--- config.mk ---
export PLATFORM = sky130hd
export DESIGN_NAME = reg_word_serializer
export DESIGN_NICKNAME = d
export VERILOG_FILES = /design/src/rtl/tetris_pkg.sv /design/src/rtl/reg_word_serializer_bit_timer.sv /design/src/rtl/reg_word_serializer.sv
export SDC_FILE = /design/constraint.sdc
export NUM_CORES = 1
export LEC_CHECK = 0
export CAP_MARGIN = 20
export CELL_PAD_IN_SITES_DETAIL_PLACEMENT = 1
export CELL_PAD_IN_SITES_GLOBAL_PLACEMENT = 2
export CORE_MARGIN = 4
export CORE_UTILIZATION = 37
export CTS_CLUSTER_SIZE = 12
export DETAILED_ROUTE_END_ITERATION = 7
export PLACE_DENSITY_LB_ADDON = 0.12
export SYNTH_ARGS = -nofsm -noshare
export SYNTH_HDL_FRONTEND = slang
export SYNTH_SLANG_ARGS = --single-unit
--- constraint.sdc ---
create_clock -name clock -period 4.7 [get_ports clock]
set_input_delay 0.94 -clock clock [delete_from_list [all_inputs] [get_ports clock]]
set_output_delay 0.94 -clock clock [all_outputs]
set_load 0.02 [all_outputs]
--- src/rtl/tetris_pkg.sv ---
// Shared types and constants for the register word serializer.
// Holds the FSM state encoding, default word size and a width helper.
package tetris_pkg;

  typedef enum logic [1:0] {
    IDLE  = 2'd0,
    START = 2'd1,
    DATA  = 2'd2,
    STOP  = 2'd3
  } state_e;

  localparam int unsigned WORD_W = 32;

  // Counter width for a 0..n-1 range, never narrower than one bit.
  function automatic int unsigned cnt_w(input int unsigned n);
    return (n <= 1) ? 1 : $clog2(n);
  endfunction

endpackage

--- src/rtl/reg_word_serializer_bit_timer.sv ---
// Bit-period divider: counts 0..DIV-1 while active.
// Flags the first and last cycle of each serial bit.
module bit_timer
  import tetris_pkg::*;
#(
  parameter int unsigned DIV = 4
) (
  input  logic clock,
  input  logic reset,
  input  logic restart_i,
  input  logic active_i,
  output logic end_o,
  output logic strobe_o
);

  localparam int unsigned CW = cnt_w(DIV);
  localparam logic [CW-1:0] LAST = CW'(DIV - 1);

  logic [CW-1:0] cnt_q;
  logic [CW-1:0] cnt_d;

  assign end_o    = active_i && (cnt_q == LAST);
  assign strobe_o = active_i && (cnt_q == '0);

  // Next count: wrap at the end of a bit, hold at zero when idle.
  always_comb begin
    cnt_d = cnt_q + CW'(1);
    if (restart_i || !active_i || end_o) begin
      cnt_d = '0;
    end
  end

  // Divider register.
  always_ff @(posedge clock) begin
    if (reset) begin
      cnt_q <= '0;
    end else begin
      cnt_q <= cnt_d;
    end
  end

endmodule

--- src/rtl/reg_word_serializer.sv ---
// Framed LSB-first serializer for a parallel register word.
// Start bit, WIDTH data bits, stop bit; ready/load handshake.
module reg_word_serializer
  import tetris_pkg::*;
#(
  parameter int unsigned WIDTH = WORD_W,
  parameter int unsigned DIV   = 4
) (
  input  logic             clock,
  input  logic             reset,
  input  logic [WIDTH-1:0] in,
  input  logic             load,
  output logic             ready,
  output logic             busy,
  output logic             sout,
  output logic             bit_strobe,
  output logic             done
);

  localparam int unsigned BW = cnt_w(WIDTH);
  localparam logic [BW-1:0] BLAST = BW'(WIDTH - 1);

  state_e           state_q;
  logic [WIDTH-1:0] sh_q;
  logic [WIDTH-1:0] sh_nx;
  logic [BW-1:0]    bcnt_q;
  logic             sout_q;
  logic             done_q;
  logic             accept;
  logic             t_end;
  logic             t_strobe;
  logic             restart;

  assign accept  = load && (state_q == IDLE);
  assign restart = (state_q == IDLE) ? accept : t_end;
  assign sh_nx   = sh_q >> 1;

  bit_timer #(
    .DIV(DIV)
  ) u_timer (
    .clock    (clock),
    .reset    (reset),
    .restart_i(restart),
    .active_i (state_q != IDLE),
    .end_o    (t_end),
    .strobe_o (t_strobe)
  );

  assign ready      = (state_q == IDLE);
  assign busy       = (state_q != IDLE);
  assign bit_strobe = t_strobe;
  assign sout       = sout_q;
  assign done       = done_q;

  // Frame FSM with shift register, bit counter and registered line/done.
  always_ff @(posedge clock) begin
    if (reset) begin
      state_q <= IDLE;
      sh_q    <= '0;
      bcnt_q  <= '0;
      sout_q  <= 1'b1;
      done_q  <= 1'b0;
    end else begin
      done_q <= 1'b0;
      unique case (state_q)
        IDLE: begin
          sout_q <= 1'b1;
          if (accept) begin
            sh_q    <= in;
            sout_q  <= 1'b0;
            state_q <= START;
          end
        end
        START: begin
          if (t_end) begin
            sout_q  <= sh_q[0];
            bcnt_q  <= '0;
            state_q <= DATA;
          end
        end
        DATA: begin
          if (t_end) begin
            sh_q <= sh_nx;
            if (bcnt_q == BLAST) begin
              sout_q  <= 1'b1;
              state_q <= STOP;
            end else begin
              sout_q <= sh_nx[0];
              bcnt_q <= bcnt_q + BW'(1);
            end
          end
        end
        STOP: begin
          if (t_end) begin
            sout_q  <= 1'b1;
            done_q  <= 1'b1;
            state_q <= IDLE;
          end
        end
        default: state_q <= IDLE;
      endcase
    end
  end

endmodule

## After elaboration in Yosys (flattened, before gate mapping)

Index checks and enable logic that the tools add are counted.

| cells by class | value |
|---|---|
| equality and inequality tests | 11 |
| reduce and logical (&&, ||, !) cells | 17 |
| add/sub/neg operators | 2 |
| bitwise gates (word level) | 1 |
| muxes and demuxes | 21 |

Operators with widths:

| operator | count |
|---|---|
| two-way mux 32 bit | 2 |
| one-hot mux 32 bit (2 select lines) | 1 |
| two-way mux 5 bit | 3 |
| two-way mux 2 bit | 5 |
| != test 2 bit (second input constant) | 5 |
| one-hot mux 5 bit (2 select lines) | 1 |
| one-hot mux 2 bit (4 select lines) | 1 |
| two-way mux 1 bit | 7 |
| == test 2 bit (second input constant) | 3 |
| AND reduction 3 bit | 2 |
| nonzero test 2 bit | 3 |
| adder 5 x 1 -> 5 bit (second input constant) | 1 |
| == test 5 bit (second input constant) | 1 |
| AND reduction 5 bit | 1 |
| zero test 2 bit | 2 |
| one-hot mux 1 bit (4 select lines) | 1 |
| AND reduction 4 bit | 1 |
| OR reduction 2 bit | 2 |
| logical AND 1 bit | 3 |
| adder 2 x 1 -> 2 bit (second input constant) | 1 |
| == test 2 x 1 -> 1 bit (second input constant) | 1 |
| logical OR 1 bit | 2 |
| != test 2 x 1 -> 1 bit (second input constant) | 1 |
| zero test 1 bit | 1 |
| NOT 1 bit | 1 |

| storage, ports and cells | value |
|---|---|
| register bits | 43 |
| output and inout port bits | 5 |

## Depth between registers and ports, before layout

Gate-level depths: netlist of run 1.

| depth | value |
|---|---|
| depth in word-level cells | 6 |
| mapped depth | 9 |
| mapped depth without buffers | 6 |

## Cells and area by module

From an unflattened synthesis of run 1, not the netlist that was laid out.

| second synthesis, totals | value |
|---|---|
| cell total of the unflattened synthesis | 219 |
| area, all modules | 2317.2 um^2 |

By module, submodules not included:

| module | times used | area an instance (um^2) | cells an instance |
|---|---|---|---|
| reg_word_serializer | 1 | 2204.6 | 208 |
| bit_timer | 1 | 112.6 | 11 |

## Worst setup path after synthesis of run 1

No wires, ideal clock.

| timing | value |
|---|---|
| path kind | flip-flop to output port |
| start | register state_q[0] |
| end | output bit_strobe |
| data required time | 3.760 ns |
| path slack | 2.586 ns |
| buffers on the path | 1 |
| arrival | 1.174 ns |
| cell stages (with the launch flop) | 5 |
| cell sequence | dfxtp_1 inv_1 ha_1 buf_4 and2b_1 |

| on the way | value |
|---|---|
| cells in the longest elaborated chain, start to end | 2 |

RTL lines:

| item | RTL line | RTL |
|---|---|---|
| start, declared | reg_word_serializer.sv:23 | `state_e state_q;` |
| start signal, assigned | reg_word_serializer.sv:58 | `state_q <= IDLE;` |
| start signal, assigned | reg_word_serializer.sv:71 | `state_q <= START;` |
| start signal, assigned | reg_word_serializer.sv:78 | `state_q <= DATA;` |
| nonzero test 2 bit | reg_word_serializer.sv:44 | `.active_i (state_q != IDLE),` |
| logical AND 1 bit | reg_word_serializer_bit_timer.sv:23 | `assign strobe_o = active_i && (cnt_q == '0);` |
| end, declared | reg_word_serializer.sv:16 | `output logic bit_strobe,` |

No other way between the ends.

## Final worst setup path of run 1

Same ends and word-level chain as after synthesis.

==> flow_metrics.tcl, run 1 <==
set metrics [dict create \
    outcome "finished clean" \
    synth_compound_area_share_pct 20.4 \
    setup_violations 0 \
    crit_arrival_ns 1.98 \
    cts_tree "yes" \
    grt_pass1_vias 1871 \
    start_util_pct 38.0 \
    grt.total_usage_pct 14.8 \
    worstPathCellList "inv_1 -> ha_1 -> and2b_1 -> clkdlybuf4s50_1" \
    synthSimpleGateAreaFrac_pct 15.6 \
    crit_path_max_fanout 12 \
    worstMarginPinSlew_ns 0.912 \
    hold_path_class "reg2reg" \
    hpwlAfterDp_um 3350 \
    ys_warn_count 0 \
    synthesis.area_mm2 0.00240 \
    postSynth.asyncResetShare_pct 0 \
    cts_sinks 43 \
    clockRootBuffer "clkbuf_8" \
    vias 1756 \
    drt_iter0_drc 69 \
    slew-limit-headroom_pct 39.2 \
    clk_latency_ns 0.29 \
    syn_area_per_cell_um2 10.7 \
    grt_pass1_wl_um 9020 \
    grt_max_degree 47 \
    critPathLaunchType "flop" \
    timing.fmax_mhz 342 \
    nNetsFinal 295 \
    reg2reg_slack_ns 2.12 \
    power_density_mw_per_mm2 486 \
    synth_top_area_cell "dfxtp_1" \
    tns_ns 0 \
    io_pins 40 \
    fin_crit_ns 2.92 \
    post_cts_buffers 0 \
    ctsHoldBuffers 0 \
    synth_edf_count 0 \
    clk_pin_slew_ns 0.08 \
    crit_slowest_cell "clkdlybuf4s50_1" \
    cpLargestDelayFamily "buffers and inverters" \
    place_inst 321 \
    cp_data_required_time_ns 3.76 \
    core_mm2 0.00631 \
    vdd_drop_max_mv 0.323 \
    n_antenna_cell 0 \
    synth_top_family_by_area "compound AO/OA/AOI/OAI gates" \
    placementRows 29 \
    clock_path_buffers 2 \
    cts.repair.resized 0 \
    die_y_um 88.6 \
    yosysTopAreaCellShare_pct 35.8 \
    synthAdderAreaFrac_pct 4.69 \
    cap_violations 0 \
    fin_crit_sh_pct 62.2 \
    rsz0062_at_grt "false" \
    cts_buffers 5 \
    avgViaCountPerCell 5.34 \
    critPathBufInv 2 \
    synth_common_cells "43 x dfxtp_1, 34 x mux2i_1, 31 x nor3_1, 30 x a211oi_2, 9 x ha_1" \
    syn2layout_area_growth_pct 16.7 \
    ys.flop_type "dfxtp_1" \
    fin_cells 329 \
    max_stage_delay_ns 0.59 \
    synth_xor_xnor_area_share_pct 0 \
    ant_nets 0 \
    end_kind "primary output" \
    dieArea_mm2 0.00785 \
    ys_seq_area_share_pct 35.8 \
    leakagePower_nw 0.937 \
    finalMaxSlewViolations 0 \
    wl_per_cell_um 16.2 \
    hold_violations 0 \
    grt_overflow 0 \
    synth_area_leaders "dfxtp_1 36%, a211oi_2 16%, mux2i_1 14%, nor3_1 6.5%, ha_1 4.7%" \
    antenna_found_initial 0 \
    drt_drc_violations_left 0 \
    wl_um 5330 \
    syn_nets 268 \
    crit_type "reg2out" \
    yosysMostFrequentCell "dfxtp_1" \
    dr.pass1.iters 3 \
    globalplace.congestion 0.727 \
    portBuffers 39 \
    worst_clock_skew_ns 0.00666 \
    fp.dieW_um 88.6 \
    yosysUniqueCellTypes 40 \
    synthCells 224 \
    cts.htree.levels 2 \
    synthMuxAreaShare_pct 14.2 \
    drive_gt1_share_pct 18.3 \
    yosys_register_bits 43 \
]
[layout by cell type (no fill, tap or decap), drive strengths merged, types with 2 or more instances in the layout]
cell	instances
a211oi	34
a21oi	4
and3	2
and3b	2
buf	5
clkbuf	6
clkdlybuf4s50	38
dfxtp	43
ha	9
inv	7
mux2i	34
nand2	3
nand2b	6
nand3b	2
nor3	31
nor4	2
o31ai	3
or3b	3
[registers in the layout (all words and copies together), names as in the netlist]
signal / flops
bcnt_q: 5
done: 1
sh_q: 32
sout: 1
state_q: 2
u_timer.cnt_q: 2
[metrics by stage]
stage                     utilization (%)  setup WS, ns  total power [mW]  hold slack [ns]  area, um2
after CTS                            44.4          1.75              1.39            0.456       2800
after global placement               43.1          2.04              1.14            0.444       2720
after global routing                 44.4          1.67              1.48            0.479       2800
after floorplan                         -          2.59              1.04            0.421       2400
final                                44.4          1.78              1.36            0.452       2800
after detailed placement             43.1          1.98              1.15            0.443       2720
[area by class of cell]
type	count	area, um2
multi-input combinational	151	1320
tap	77	96.3
clock buffer	6	72.6
clock inverter	2	12.5
timing repair buffer	43	415
fill	718	3510
inverter	7	26.3
sequential	43	861
[kinds of logic (layout without fill, tap and decap cells)]
kind of cell,count (synthesis),in the layout
adders and majority gates,9,9
DFF,43,43
buffers and inverters,30,58
AOI/OAI and AO/OA,46,46
muxes,34,34
and+or+nand+nor,62,62
[path summary, 6_finish.rpt]
path	end	depth (start not counted)	start
worst max-delay path	bit_strobe	4	state_q[0]
worst min-delay path	u_timer.cnt_q[0]	1	u_timer.cnt_q[0]
worst max register to register	sh_q[8]	6	state_q[0]
worst min register to register	u_timer.cnt_q[0]	1	u_timer.cnt_q[0]
[layer usage]
metal / wire length (um) / part of all wire, % / global-route usage [%]
met5: 0 / 0 / 0
met4: 45 / 0.85 / 3.30
met1: 2600 / 49 / 19.6
met2: 2450 / 46 / 23.7
met3: 232 / 4.4 / 4.38
[power by group]
| group | switching [mW] | internal, mW | total, mW |
|---|---|---|---|
| Clock | 0.130 | 0.104 | 0.234 |
| Combinational | 0.337 | 0.282 | 0.619 |
| Sequential | 0.0518 | 0.458 | 0.510 |
| Total | 0.519 | 0.845 | 1.36 |
(Power assumes the default switching activity.)
==> run 2: changes to the inputs <==
Settings changed: CORE_UTILIZATION 37 to 31.
Clock period 4.7 ns to 2.6 ns, I/O delays scaled along.
==> flow_metrics.tcl, run 2 (same netlist as run 1, synthesis figures left out) <==
set metrics [dict create \
    outcome "finished clean" \
    drt_iter0_drc 59 \
    cts.repair.resized 0 \
    worst_r2r_endpoint "sh_q[8]" \
    power_density_mw_per_mm2 867 \
    timing.fmax_mhz 406 \
    netSwitchingFraction_pct 38.0 \
    grt_pass1_vias 1797 \
    worstHoldStart "u_timer.cnt_q[0]" \
    wl_per_cell_um 15.6 \
    fin_area_mm2 0.00284 \
    slew-limit-headroom_pct 40.2 \
    worstMarginPinSlew_ns 0.897 \
    critPathLaunchType "flop" \
    cap_violations 0 \
    mostFrequentLayoutCells "43 x dfxtp_1, 38 x clkdlybuf4s50_1, 34 x mux2i_1" \
    end_kind "primary output" \
    die_y_um 96.0 \
    drt_drc_violations_left 0 \
    globalplace.congestion 0.710 \
    clk_pin_slew_ns 0.09 \
    cts_tree "yes" \
    crit_path_max_fanout 12 \
    syn2layout_area_growth_pct 18.0 \
    portBuffers 39 \
    finalMaxSlewViolations 0 \
    reg_top3 "sh_q (32), bcnt_q (5)" \
    cts.htree.levels 2 \
    crit_slowest_cell "clkdlybuf4s50_1" \
    crit_type "reg2out" \
    worst_slack_ns 0.140 \
    grt_pass1_wl_um 8920 \
    intPower_mw 1.53 \
    setup_violations 0 \
    core_mm2 0.00741 \
    cts_sinks 43 \
    num-fill-cells 848 \
    grt_util_met3_pct 3.21 \
    clockRootBuffer "clkbuf_8" \
    pwr-share-comb_pct 45.3 \
    holdPathEnd "u_timer.cnt_q[0]" \
    clock_path_buffers 2 \
    preCtsSetupSlack_ns 0.304 \
    reg2reg_slack_ns 0.44 \
    cts_buffers 5 \
    largest-register "sh_q" \
    ant_nets 0 \
    fin_crit_ns 2.46 \
    post_cts_buffers 0 \
    reg2reg_depth 5 \
    hold_path_class "reg2reg" \
    worstPathCellList "inv_1 -> ha_1 -> and2b_1 -> clkdlybuf4s50_1" \
    hold_depth 1 \
    vias 1777 \
    largest_register_ffs 32 \
    layout_commonest_cell "dfxtp_1" \
    avgViaCountPerCell 5.06 \
    seqPwrFrac_pct 37.5 \
    r2r-start "state_q[0]" \
    worst_clock_skew_ns 0.00810 \
    dr.pass1.iters 4 \
    hold_violations 0 \
    n_antenna_cell 0 \
    tns_ns 0 \
    fin_crit_sh_pct 94.6 \
    io_pins 40 \
    p_clk_share_pct 17.3 \
    clk_latency_ns 0.29 \
    hpwlAfterDp_um 3520 \
    finalPower_mw 2.46 \
    gr-max-usage-layer "met2" \
    start_util_pct 32.4 \
    dieArea_mm2 0.00922 \
    drive_gt1_share_pct 18.7 \
    crit_arrival_ns 1.94 \
    nNetsFinal 295 \
    fp.dieW_um 96.0 \
    use_met2_pct 20.9 \
    grt_max_degree 39 \
    ctsHoldBuffers 0 \
    rsz0062_at_grt "false" \
    cp_data_required_time_ns 2.08 \
    p_sw_mw 0.933 \
    grt.total_usage_pct 12.6 \
    antenna_found_initial 0 \
    max_stage_delay_ns 0.59 \
    wl_um 5470 \
    leakagePower_nw 0.936 \
    vdd_drop_max_mv 0.365 \
    grtUsageMet1_pct 16.5 \
    placementRows 31 \
    grt_overflow 0 \
    place_area_mm2 0.00275 \
]
[run 2: worst max-delay path by stage]
| stage | start | to | slack (ns) |
|---|---|---|---|
| floorplan | state_q[0] | sh_q[14] | 0.69 |
| global placement | load | sh_q[8] | 0.34 |
| detailed placement | load | sh_q[25] | 0.30 |
| CTS | state_q[1] | bit_strobe | 0.11 |
| global route | state_q[0] | bit_strobe | 0.01 |
| finish | state_q[1] | bit_strobe | 0.14 |
[run 2: through the flow]
stage | util, % | instances | hold slack [ns]
2_1_floorplan | - | 224 | 0.421
3_3_place_gp | 37.1 | 343 | 0.434
3_5_place_dp | 37.1 | 343 | 0.449
4_1_cts | 38.3 | 351 | 0.465
5_1_grt | 38.3 | 351 | 0.491
6_report | 38.3 | 351 | 0.453
[run 2: critical path, delay by kind of cell (launching register included)]
| kind | cells | cell delay [ns] |
|---|---|---|
| AND/OR/NAND/NOR | 1 | 0.24 |
| adder cells (fa/ha/maj) | 1 | 0.32 |
| flip-flops | 1 | 0.39 |
| buffers and inverters | 2 | 0.69 |
[run 2: cell type report]
class                      instances  area [um2]  area share (%)
multi-input combinational        151        1320            46.6
sequential                        43         861            30.4
inverter                           7        26.3           0.927
clock buffer                       5        68.8            2.43
clock inverter                     3        20.0           0.706
tap                               99         124            4.37
timing repair buffer              43         415            14.7
[run 2: power groups by stage]
stage	registers, mW	logic [mW]	clock network [mW]
2_1_floorplan	0.921	0.967	0
4_1_cts	0.925	1.15	0.451
6_report	0.921	1.11	0.425
3_5_place_dp	0.940	1.14	0
3_3_place_gp	0.937	1.13	0
5_1_grt	0.948	1.24	0.480
[run 2: per-layer routing]
layer  vias up  wire length (um)
li1        889                 -
met5         -                 0
met1       862              2590
met4         0                26
met2        24              2670
met3         2               183
